File: src/rtl/decode_pkg.sv
// Shared RV32 decode definitions: opcode and func7 constants, the immediate
// format enum, and helpers that say which register fields a format uses.
package decode_pkg;

    localparam logic [6:0] OPC_LOAD     = 7'b0000011;
    localparam logic [6:0] OPC_MISC_MEM = 7'b0001111;
    localparam logic [6:0] OPC_OP_IMM   = 7'b0010011;
    localparam logic [6:0] OPC_AUIPC    = 7'b0010111;
    localparam logic [6:0] OPC_STORE    = 7'b0100011;
    localparam logic [6:0] OPC_OP       = 7'b0110011;
    localparam logic [6:0] OPC_LUI      = 7'b0110111;
    localparam logic [6:0] OPC_BRANCH   = 7'b1100011;
    localparam logic [6:0] OPC_JALR     = 7'b1100111;
    localparam logic [6:0] OPC_JAL      = 7'b1101111;
    localparam logic [6:0] OPC_SYSTEM   = 7'b1110011;

    localparam logic [6:0] F7_BASE   = 7'b0000000;
    localparam logic [6:0] F7_ALT    = 7'b0100000;
    localparam logic [6:0] F7_MULDIV = 7'b0000001;

    typedef enum logic [2:0] {
        FMT_I,
        FMT_S,
        FMT_B,
        FMT_U,
        FMT_J,
        FMT_R,
        FMT_NONE
    } fmt_e;

    function automatic logic uses_rs1(input fmt_e fmt);
        return (fmt == FMT_I) || (fmt == FMT_S) || (fmt == FMT_B) || (fmt == FMT_R);
    endfunction

    function automatic logic uses_rs2(input fmt_e fmt);
        return (fmt == FMT_S) || (fmt == FMT_B) || (fmt == FMT_R);
    endfunction

    function automatic logic uses_rd(input fmt_e fmt);
        return (fmt == FMT_I) || (fmt == FMT_U) || (fmt == FMT_J) || (fmt == FMT_R);
    endfunction

endpackage

File: src/rtl/decode_pipe_imm_gen.sv
// Immediate generator: sign-extended immediate from the instruction body
// for the given format. Opcode bits are not needed, so only [31:7] come in.
module imm_gen
    import decode_pkg::*;
(
    input  logic [31:7] ins,
    input  fmt_e        fmt,
    output logic [31:0] imm
);

    // Select and sign-extend the immediate bit fields by format
    always_comb begin
        imm = '0;
        case (fmt)
            FMT_I:   imm = {{20{ins[31]}}, ins[31:20]};
            FMT_S:   imm = {{20{ins[31]}}, ins[31:25], ins[11:7]};
            FMT_B:   imm = {{19{ins[31]}}, ins[31], ins[7], ins[30:25], ins[11:8], 1'b0};
            FMT_U:   imm = {ins[31:12], 12'b0};
            FMT_J:   imm = {{11{ins[31]}}, ins[31], ins[19:12], ins[20], ins[30:21], 1'b0};
            default: imm = '0;
        endcase
    end

endmodule

File: src/rtl/decode_pipe.sv
// Single-stage RV32 decode slice: combinational decode of the fetched
// instruction captured into one valid/ready output register.
module decode_pipe
    import decode_pkg::*;
#(
    parameter int ADDR_W   = 32,
    parameter bit EN_M     = 1'b0,
    parameter bit EN_FLUSH = 1'b1
) (
    input  logic              clk,
    input  logic              rst_n,
    input  logic [31:0]       ins_i,
    input  logic [ADDR_W-1:0] ins_addr_i,
    input  logic              valid_i,
    output logic              ready_o,
    input  logic              flush_i,
    output logic              valid_o,
    input  logic              ready_i,
    output logic [31:0]       ins_o,
    output logic [ADDR_W-1:0] ins_addr_o,
    output logic [4:0]        rs1_addr_o,
    output logic [4:0]        rs2_addr_o,
    output logic [4:0]        rd_addr_o,
    output logic [31:0]       imm_o,
    output logic              rd_we_o,
    output logic              illegal_o
);

    logic [6:0]  opcode;
    logic [6:0]  func7;
    fmt_e        fmt_raw;
    fmt_e        fmt_d;
    logic        opc_known;
    logic        func7_ok;
    logic        illegal_d;
    logic [4:0]  rs1_d;
    logic [4:0]  rs2_d;
    logic [4:0]  rd_d;
    logic [31:0] imm_d;
    logic        flush_eff;
    logic        accept;

    assign opcode = ins_i[6:0];
    assign func7  = ins_i[31:25];

    // Map opcode to immediate format; unknown opcodes are flagged
    always_comb begin
        fmt_raw   = FMT_NONE;
        opc_known = 1'b1;
        case (opcode)
            OPC_LOAD, OPC_OP_IMM, OPC_JALR, OPC_SYSTEM: fmt_raw = FMT_I;
            OPC_STORE:                                  fmt_raw = FMT_S;
            OPC_BRANCH:                                 fmt_raw = FMT_B;
            OPC_LUI, OPC_AUIPC:                         fmt_raw = FMT_U;
            OPC_JAL:                                    fmt_raw = FMT_J;
            OPC_OP:                                     fmt_raw = FMT_R;
            OPC_MISC_MEM:                               fmt_raw = FMT_NONE;
            default:                                    opc_known = 1'b0;
        endcase
    end

    // Legality check; an illegal word decodes as FMT_NONE so every field zeroes
    always_comb begin
        func7_ok  = (func7 == F7_BASE) || (func7 == F7_ALT) ||
                    (EN_M && (func7 == F7_MULDIV));
        illegal_d = (ins_i[1:0] != 2'b11) || !opc_known ||
                    ((opcode == OPC_OP) && !func7_ok);
        fmt_d     = illegal_d ? FMT_NONE : fmt_raw;
    end

    // Register indices, zeroed where the format does not use them
    always_comb begin
        rs1_d = uses_rs1(fmt_d) ? ins_i[19:15] : 5'd0;
        rs2_d = uses_rs2(fmt_d) ? ins_i[24:20] : 5'd0;
        rd_d  = uses_rd(fmt_d)  ? ins_i[11:7]  : 5'd0;
    end

    imm_gen u_imm_gen (
        .ins (ins_i[31:7]),
        .fmt (fmt_d),
        .imm (imm_d)
    );

    assign flush_eff = EN_FLUSH ? flush_i : 1'b0;
    assign ready_o   = !valid_o || ready_i;
    assign accept    = valid_i && ready_o && !flush_eff;

    // Output slice: flush beats accept; an idle transfer only clears valid
    always_ff @(posedge clk or negedge rst_n) begin
        if (!rst_n) begin
            valid_o    <= 1'b0;
            ins_o      <= '0;
            ins_addr_o <= '0;
            rs1_addr_o <= '0;
            rs2_addr_o <= '0;
            rd_addr_o  <= '0;
            imm_o      <= '0;
            rd_we_o    <= 1'b0;
            illegal_o  <= 1'b0;
        end else if (flush_eff) begin
            valid_o    <= 1'b0;
        end else if (accept) begin
            valid_o    <= 1'b1;
            ins_o      <= ins_i;
            ins_addr_o <= ins_addr_i;
            rs1_addr_o <= rs1_d;
            rs2_addr_o <= rs2_d;
            rd_addr_o  <= rd_d;
            imm_o      <= imm_d;
            rd_we_o    <= (rd_d != 5'd0);
            illegal_o  <= illegal_d;
        end else if (ready_i) begin
            valid_o    <= 1'b0;
        end
    end

endmodule

File: config.mk
export PLATFORM = sky130hd
export DESIGN_NAME = decode_pipe
export DESIGN_NICKNAME = d
export VERILOG_FILES = /design/src/rtl/decode_pkg.sv /design/src/rtl/decode_pipe_imm_gen.sv /design/src/rtl/decode_pipe.sv
export SDC_FILE = /design/constraint.sdc
export NUM_CORES = 1
export LEC_CHECK = 0
export BUFFER_PORTS_ARGS = -buffer_cell sky130_fd_sc_hd__buf_2
export CAP_MARGIN = 20
export CORE_ASPECT_RATIO = 0.7
export CORE_MARGIN = 4
export CORE_UTILIZATION = 49
export DETAILED_ROUTE_END_ITERATION = 7
export PLACE_DENSITY_LB_ADDON = 0.25
export SLEW_MARGIN = 5
export SYNTH_ARGS = -nofsm -noshare
export SYNTH_HDL_FRONTEND = slang
export SYNTH_SLANG_ARGS = --single-unit
export TNS_END_PERCENT = 10
File: constraint.sdc
create_clock -name clk -period 1.9 [get_ports clk]
set_clock_uncertainty 0.15 [all_clocks]
set_input_delay 0.095 -clock clk [delete_from_list [all_inputs] [get_ports clk]]
set_output_delay 0.095 -clock clk [all_outputs]
set_load 0.02 [all_outputs]
**Word-level counts from Yosys, hierarchy flattened**

Cells that the tools add are included.

- Equality and inequality tests: 18
- Muxes and demuxes: 10
- Bitwise gates (word level): 1
- Reduce and logical (&&, ||, !) cells: 27

Operator list:

| kind | number |
|---|---|
| one-hot mux 32 bit (5 select lines) | 1 |
| equality test 7 x 6 -> 1 bit (second input constant) | 4 |
| equality test 7 bit (second input constant) | 4 |
| one-hot mux 3 bit (6 select lines) | 1 |
| two-way mux 5 bit | 3 |
| equality test 7 x 5 -> 1 bit (second input constant) | 2 |
| logical OR 1 bit | 12 |
| OR reduction 11 bit | 1 |
| equality test 7 x 2 -> 1 bit (second input constant) | 1 |
| equality test 7 x 4 -> 1 bit (second input constant) | 1 |
| logical NOT 7 bit | 1 |
| equality test 3 x 2 -> 1 bit (second input constant) | 2 |
| equality test 3 bit (second input constant) | 2 |
| nonzero test 5 bit | 1 |
| logical NOT 1 bit | 4 |
| two-way mux 1 bit | 4 |
| OR reduction 4 bit | 1 |
| equality test 3 x 1 -> 1 bit (second input constant) | 1 |
| logical AND 1 bit | 3 |
| logical NOT 3 bit | 1 |
| two-way mux 3 bit | 1 |
| nonzero test 3 bit | 1 |
| != test 2 bit (second input constant) | 1 |
| AND reduction 2 bit | 1 |
| other kinds (2) | 2 |

- Register bits after elaboration: 114
- Bits of input ports: 69
- Output and inout bits: 115
- Logic and storage cells: 65

**Depth between registers and ports, before layout**

- Depth after elaboration: 13
- Gate-level depth with buffers: 7
- Gate-level depth less buffers: 5

**Hierarchy**

Synthesis repeated with hierarchy kept, for this count alone.

- Cell total of the unflattened synthesis: 601
- Area, all modules: 5,190.0 µm²

By module, submodules not included:

| module | times used | cells an instance | area each (µm²) | seq. area each (µm²) |
|---|---|---|---|---|
| decode_pipe | 1 | 507 | 4,649.5 | 2,852.7 |
| imm_gen | 1 | 94 | 540.5 | 0.0 |

**Least setup slack after synthesis**

Ideal clock, no wire load.

- Path type: reg2reg
- From: register valid_o
- To: register rd_addr_o[1]
- Library setup time: 0.133 ns
- Arrival: 1.496 ns
- Data required time: 1.617 ns
- Slack: 0.122 ns
- Cell stages (with the launch flop): 7
- Path buffers: 1
- Clock period less this slack: 1.778 ns
- Path through: dfrtp_1 -> and2b_1 -> inv_1 -> nand2_1 -> clkbuf_1 -> a22oi_1 -> o31ai_1

- Word-level cells in the longest chain between the ends: 5

Ends and longest elaborated chain:

| what | RTL line | text |
|---|---|---|
| start: declaration | decode_pipe.sv:17 | `output logic valid_o,` |
| start signal: assignment | decode_pipe.sv:91 | `valid_o <= 1'b0;` |
| start signal: assignment | decode_pipe.sv:101 | `valid_o <= 1'b0;` |
| start signal: assignment | decode_pipe.sv:103 | `valid_o <= 1'b1;` |
| logical NOT 1 bit | decode_pipe.sv:85 | `assign ready_o = !valid_o \|\| ready_i;` |
| logical OR 1 bit | decode_pipe.sv:85 |  |
| net ready_o | decode_pipe.sv:15 | `output logic ready_o,` |
| logical AND 1 bit (2 in a row) | decode_pipe.sv:86 | `assign accept = valid_i && ready_o && !flush_eff;` |
| AND reduction 2 bit (no line) | - |  |
| end signal: assignment | decode_pipe.sv:108 | `rd_addr_o <= rd_d;` |
| end: declaration | decode_pipe.sv:23 | `output logic [4:0] rd_addr_o,` |

The timed path passes the listed nets, and every way through them passes these cells.
A chain may end at the register's enable or synchronous reset.

**Final worst setup path**

- From: input ins_i[2]
- To: register imm_o[12]

- Word-level cells in the longest chain between the ends: 9
- Elaborated cells between the ends (all ways): 27
- Those cells by class: eq/ne: 15; mux: 4; reduce/logical: 8

Ends and longest elaborated chain:

| what | RTL line | text |
|---|---|---|
| start: declaration | decode_pipe.sv:12 | `input logic [31:0] ins_i,` |
| equality test 7 x 6 -> 1 bit, or another cell as far along | decode_pipe.sv:50, decode_pipe.sv:67 |  |
| OR reduction 11 bit (no line) | - |  |
| two-way mux 1 bit | decode_pipe.sv:50 | `case (opcode)` |
| logical NOT 1 bit | decode_pipe.sv:66 | `illegal_d = (ins_i[1:0] != 2'b11) \|\| !opc_known \|\|` |
| logical OR 1 bit (2 in a row) | decode_pipe.sv:66 |  |
| two-way mux 3 bit * | decode_pipe.sv:68 | `fmt_d = illegal_d ? FMT_NONE : fmt_raw;` |
| equality test 3 bit, or another cell as far along | decode_pipe_imm_gen.sv:14 | `case (fmt)` |
| one-hot mux 32 bit (5 select lines) * | decode_pipe_imm_gen.sv:14 |  |
| end signal: assignment | decode_pipe.sv:109 | `imm_o <= imm_d;` |
| end: declaration | decode_pipe.sv:24 | `output logic [31:0] imm_o,` |

Every way passes the cells marked *; elsewhere a longest branch is shown, timed or not.

==> impl_metrics.env <==
export IMPL_cts_post_setup_buffers_inserted=0
export IMPL_final_layout_size_suffix_gt1_frac=0.3106
export IMPL_critical_path_max_fanout=9
export IMPL_ctsLongestPathBuffers=2
export IMPL_synth_sequential_area_ratio=0.5831
export IMPL_mappedNetlistNets=592
export IMPL_rows=30
export IMPL_ant_nets=0
export IMPL_clock_pin_slew_on_the_worst_setup_and_hold_paths_ns=0.05
export IMPL_groute_usage_overall=0.2792
export IMPL_ports_placed_on_the_boundary=184
export IMPL_yosys_warnings=0
export IMPL_antenna_found_initial=0
export IMPL_run_status="complete, no violations"
export IMPL_arrival_ns=2.05
export IMPL_max_slew_margin_rel=0.6111
export IMPL_cts_tree="done"
export IMPL_time_the_final_worst_path_needs_with_i_o_delays_and_setup_ns=1.883
export IMPL_critical_path_slowest_cell="a2111oi_4"
export IMPL_area_growth_synth_to_final_pct=49.95
export IMPL_synthesis_area_per_instance_sq_um=9.354
export IMPL_peakVddDrop_v=0.0006739
export IMPL_first_global_vias=5057
export IMPL_numPortBuffers=183
export IMPL_post_place_ws_ns=0.1057
export IMPL_max_cap_violations=0
export IMPL_worst_slew_pin_transition_ns=0.5834
export IMPL_stdcell_count=920
export IMPL_detailed_route_via_count=5064
export IMPL_finalWirelength_um=16460
export IMPL_detailedRoute_firstIterationViolations=537
export IMPL_fmax_mhz=531.2
export IMPL_detailedPlacementHpwl_um=10980
export IMPL_timing_final_ws_setup_ns=0.01739
export IMPL_drt_pass1_iterations=7
export IMPL_hold_ws_ns=0.02051
export IMPL_critical_path_type="in2reg"
export IMPL_setup_failing_eps_final=0
export IMPL_grt_max_degree=51
export IMPL_chipHeight_um=91.60
export IMPL_pwr_density_cell_nw_per_um2=989.3
export IMPL_static_leak_nw=3.840
export IMPL_core_area_sq_um=9722
export IMPL_global_route_overflow_total=0
export IMPL_post_drt_wl_per_cell_um=17.89
export IMPL_floorplan_die_width_um=127.4
export IMPL_critPathLaunchType="primary input"
export IMPL_floorplan_initialDensity=0.5032
export IMPL_grt_setup_unrepaired="yes"
export IMPL_timing_critical_path_slowest_cell_delay_ns=0.60
export IMPL_drc=0
export IMPL_h_tree_depth=4
export IMPL_placed_cells_incl_taps=824
export IMPL_fillCellCount=662
export IMPL_cell_area_after_technology_mapping_sq_um=4892
export IMPL_cts_num_sinks=114
export IMPL_synth_register_bits=114
export IMPL_most_common_cell_after_layout_fill_and_taps_aside="nand2_1"
export IMPL_num_antenna_cells=0
export IMPL_cp_end_kind="flop"
export IMPL_synth_async_sr_flop_share=1.000
export IMPL_via_per_inst=5.504
export IMPL_cts_root_buffer="clkbuf_16"
export IMPL_maxSlewViolCount=0
export IMPL_fraction_of_the_cycle_the_final_worst_path_needs=0.9908
export IMPL_synthCells=523
export IMPL_final_nets=850
export IMPL_most_common_layout_cells="nand2_1, buf_2, dfrtp_1"
export IMPL_path_cells="dlygate4sd3_1 -> buf_2 -> buf_4 -> and2_1 -> a2111oi_4 -> a21oi_1 -> o21ai_1"
export IMPL_clk_latency_ns=0.41
export IMPL_synth_top_flop_cell="dfrtp_1"
export IMPL_grt_pass1_wl_um=25720
export IMPL_final_hold_violation_count=0
export IMPL_edff_count_synth=0
export IMPL_hold_crit_path_type="in2async"
export IMPL_floorplan_die_area_sq_um=11670
export IMPL_place_gp_congestion=0.9078
export IMPL_ys_types=52
export IMPL_cts_inserted_buffers=17
export IMPL_cp_data_required_time_ns=2.07
flip-flops by register name, indices dropped and copies added, names as in the netlist:
register	cells
rs2_addr_o	5
rs1_addr_o	5
rd_addr_o	5
valid_o	1
illegal_o	1
ins_addr_o	32
rd_we_o	1
ins_o	32
imm_o	32
through the flow:
step / power, mW / utilization / TNS, ns / instance area, sq um
2_1_floorplan: 3.489 / - / 0 / 4892
3_3_place_gp: 4.004 / 0.6207 / 0 / 6035
3_5_place_dp: 4.036 / 0.6207 / 0 / 6035
4_1_cts: 7.264 / 0.7484 / 0 / 7276
5_1_grt: 7.540 / 0.7546 / -0.08943 / 7336
6_report: 7.257 / 0.7546 / 0 / 7336
metal layers:
| metal | wire length, um | vias up | GRT usage |
|---|---|---|---|
| met5 | 0 | - | 0 |
| met4 | 305 | 0 | 0.09018 |
| met3 | 1467 | 37 | 0.07466 |
| met2 | 7666 | 246 | 0.4291 |
| met1 | 7018 | 2486 | 0.3861 |
| li1 | - | 2295 | - |
what timing repair did:
item,in CTS,in global routing
hold endpoints to repair,225,0
resized for setup,0,13
endpoints found under the setup margin,0,32
hold buffers,66,0
area by class of cell:
cell class / count / area, sq um / area share
Sequential cell: 114 / 2853 / 0.3889
Multi-Input combinational cell: 376 / 1952 / 0.2661
Timing Repair Buffer: 267 / 1772 / 0.2415
Clock buffer: 25 / 505.5 / 0.06891
Inverter: 5 / 18.77 / 0.002558
Tap cell: 128 / 160.2 / 0.02183
Clock inverter: 5 / 75.07 / 0.01023
path summary, 6_finish.rpt:
| check | start | slack (ns) | to | cells after the start |
|---|---|---|---|---|
| setup / recovery | ins_i[2] | 0.02 | imm_o[12]$_DFFE_PN0P_ | 7 |
| setup reg to reg | valid_o$_DFFE_PN0P_ | 0.10 | rd_addr_o[3]$_DFFE_PN0P_ | 5 |
| hold / removal | rst_n | 0.02 | ins_addr_o[11]$_DFFE_PN0P_ | 2 |
| max in group asynchronous | rst_n | 0.97 | imm_o[2]$_DFFE_PN0P_ | 3 |
| min in group clk | valid_i | 0.09 | ins_o[7]$_DFFE_PN0P_ | 4 |
| hold reg to reg | ins_o[27]$_DFFE_PN0P_ | 0.32 | ins_o[27]$_DFFE_PN0P_ | 2 |
critical path: cells and delay by family:
| family | cells | cell delay (ns) |
|---|---|---|
| AO/OA/AOI/OAI | 3 | 0.87 |
| AND/OR/NAND/NOR | 1 | 0.18 |
| buffers and inverters | 3 | 0.90 |
power breakdown:
part           total [mW]  switching, mW  internal (mW)
sequential           2.80          0.133           2.67
combinational        1.34          0.852          0.487
clock                3.11           1.03           2.08
total                7.26           2.02           5.24
Yosys cell counts (2+ instances only):
master	instances	area, sq um
o32ai_1	3	26.28
a22oi_1	22	165.2
inv_1	5	18.77
clkbuf_1	11	41.29
o31a_1	3	26.28
nor3b_1	2	15.01
nor4_1	3	18.77
nor3_1	3	15.01
or2_1	2	12.51
o21ai_1	9	45.04
nand2_1	222	833.3
o21ai_0	18	90.09
a22o_1	2	17.52
nor2_1	9	33.78
a31oi_1	5	31.28
buf_2	16	80.08
and2_1	2	12.51
a211o_1	2	17.52
dfrtp_1	114	2853
a32o_1	6	60.06
a21boi_0	2	15.01
a21oi_1	17	85.08
o22ai_1	2	12.51
o31ai_1	6	45.04
nand3_1	5	25.02
and3_1	4	25.02
nand2b_1	3	18.77
kinds of logic (layout without fill, tap and decap cells):
| kind of cell | Yosys count | in the layout | share of synthesized area |
|---|---|---|---|
| compound gates | 109 | 109 | 0.1581 |
| xor+xnor | 1 | 1 | 0.001791 |
| buf+inv | 33 | 302 | 0.03018 |
| flops | 114 | 114 | 0.5831 |
| mux | 2 | 2 | 0.004348 |
| simple gates | 264 | 264 | 0.2225 |
Note: power is estimated with default switching activity, not from simulation.
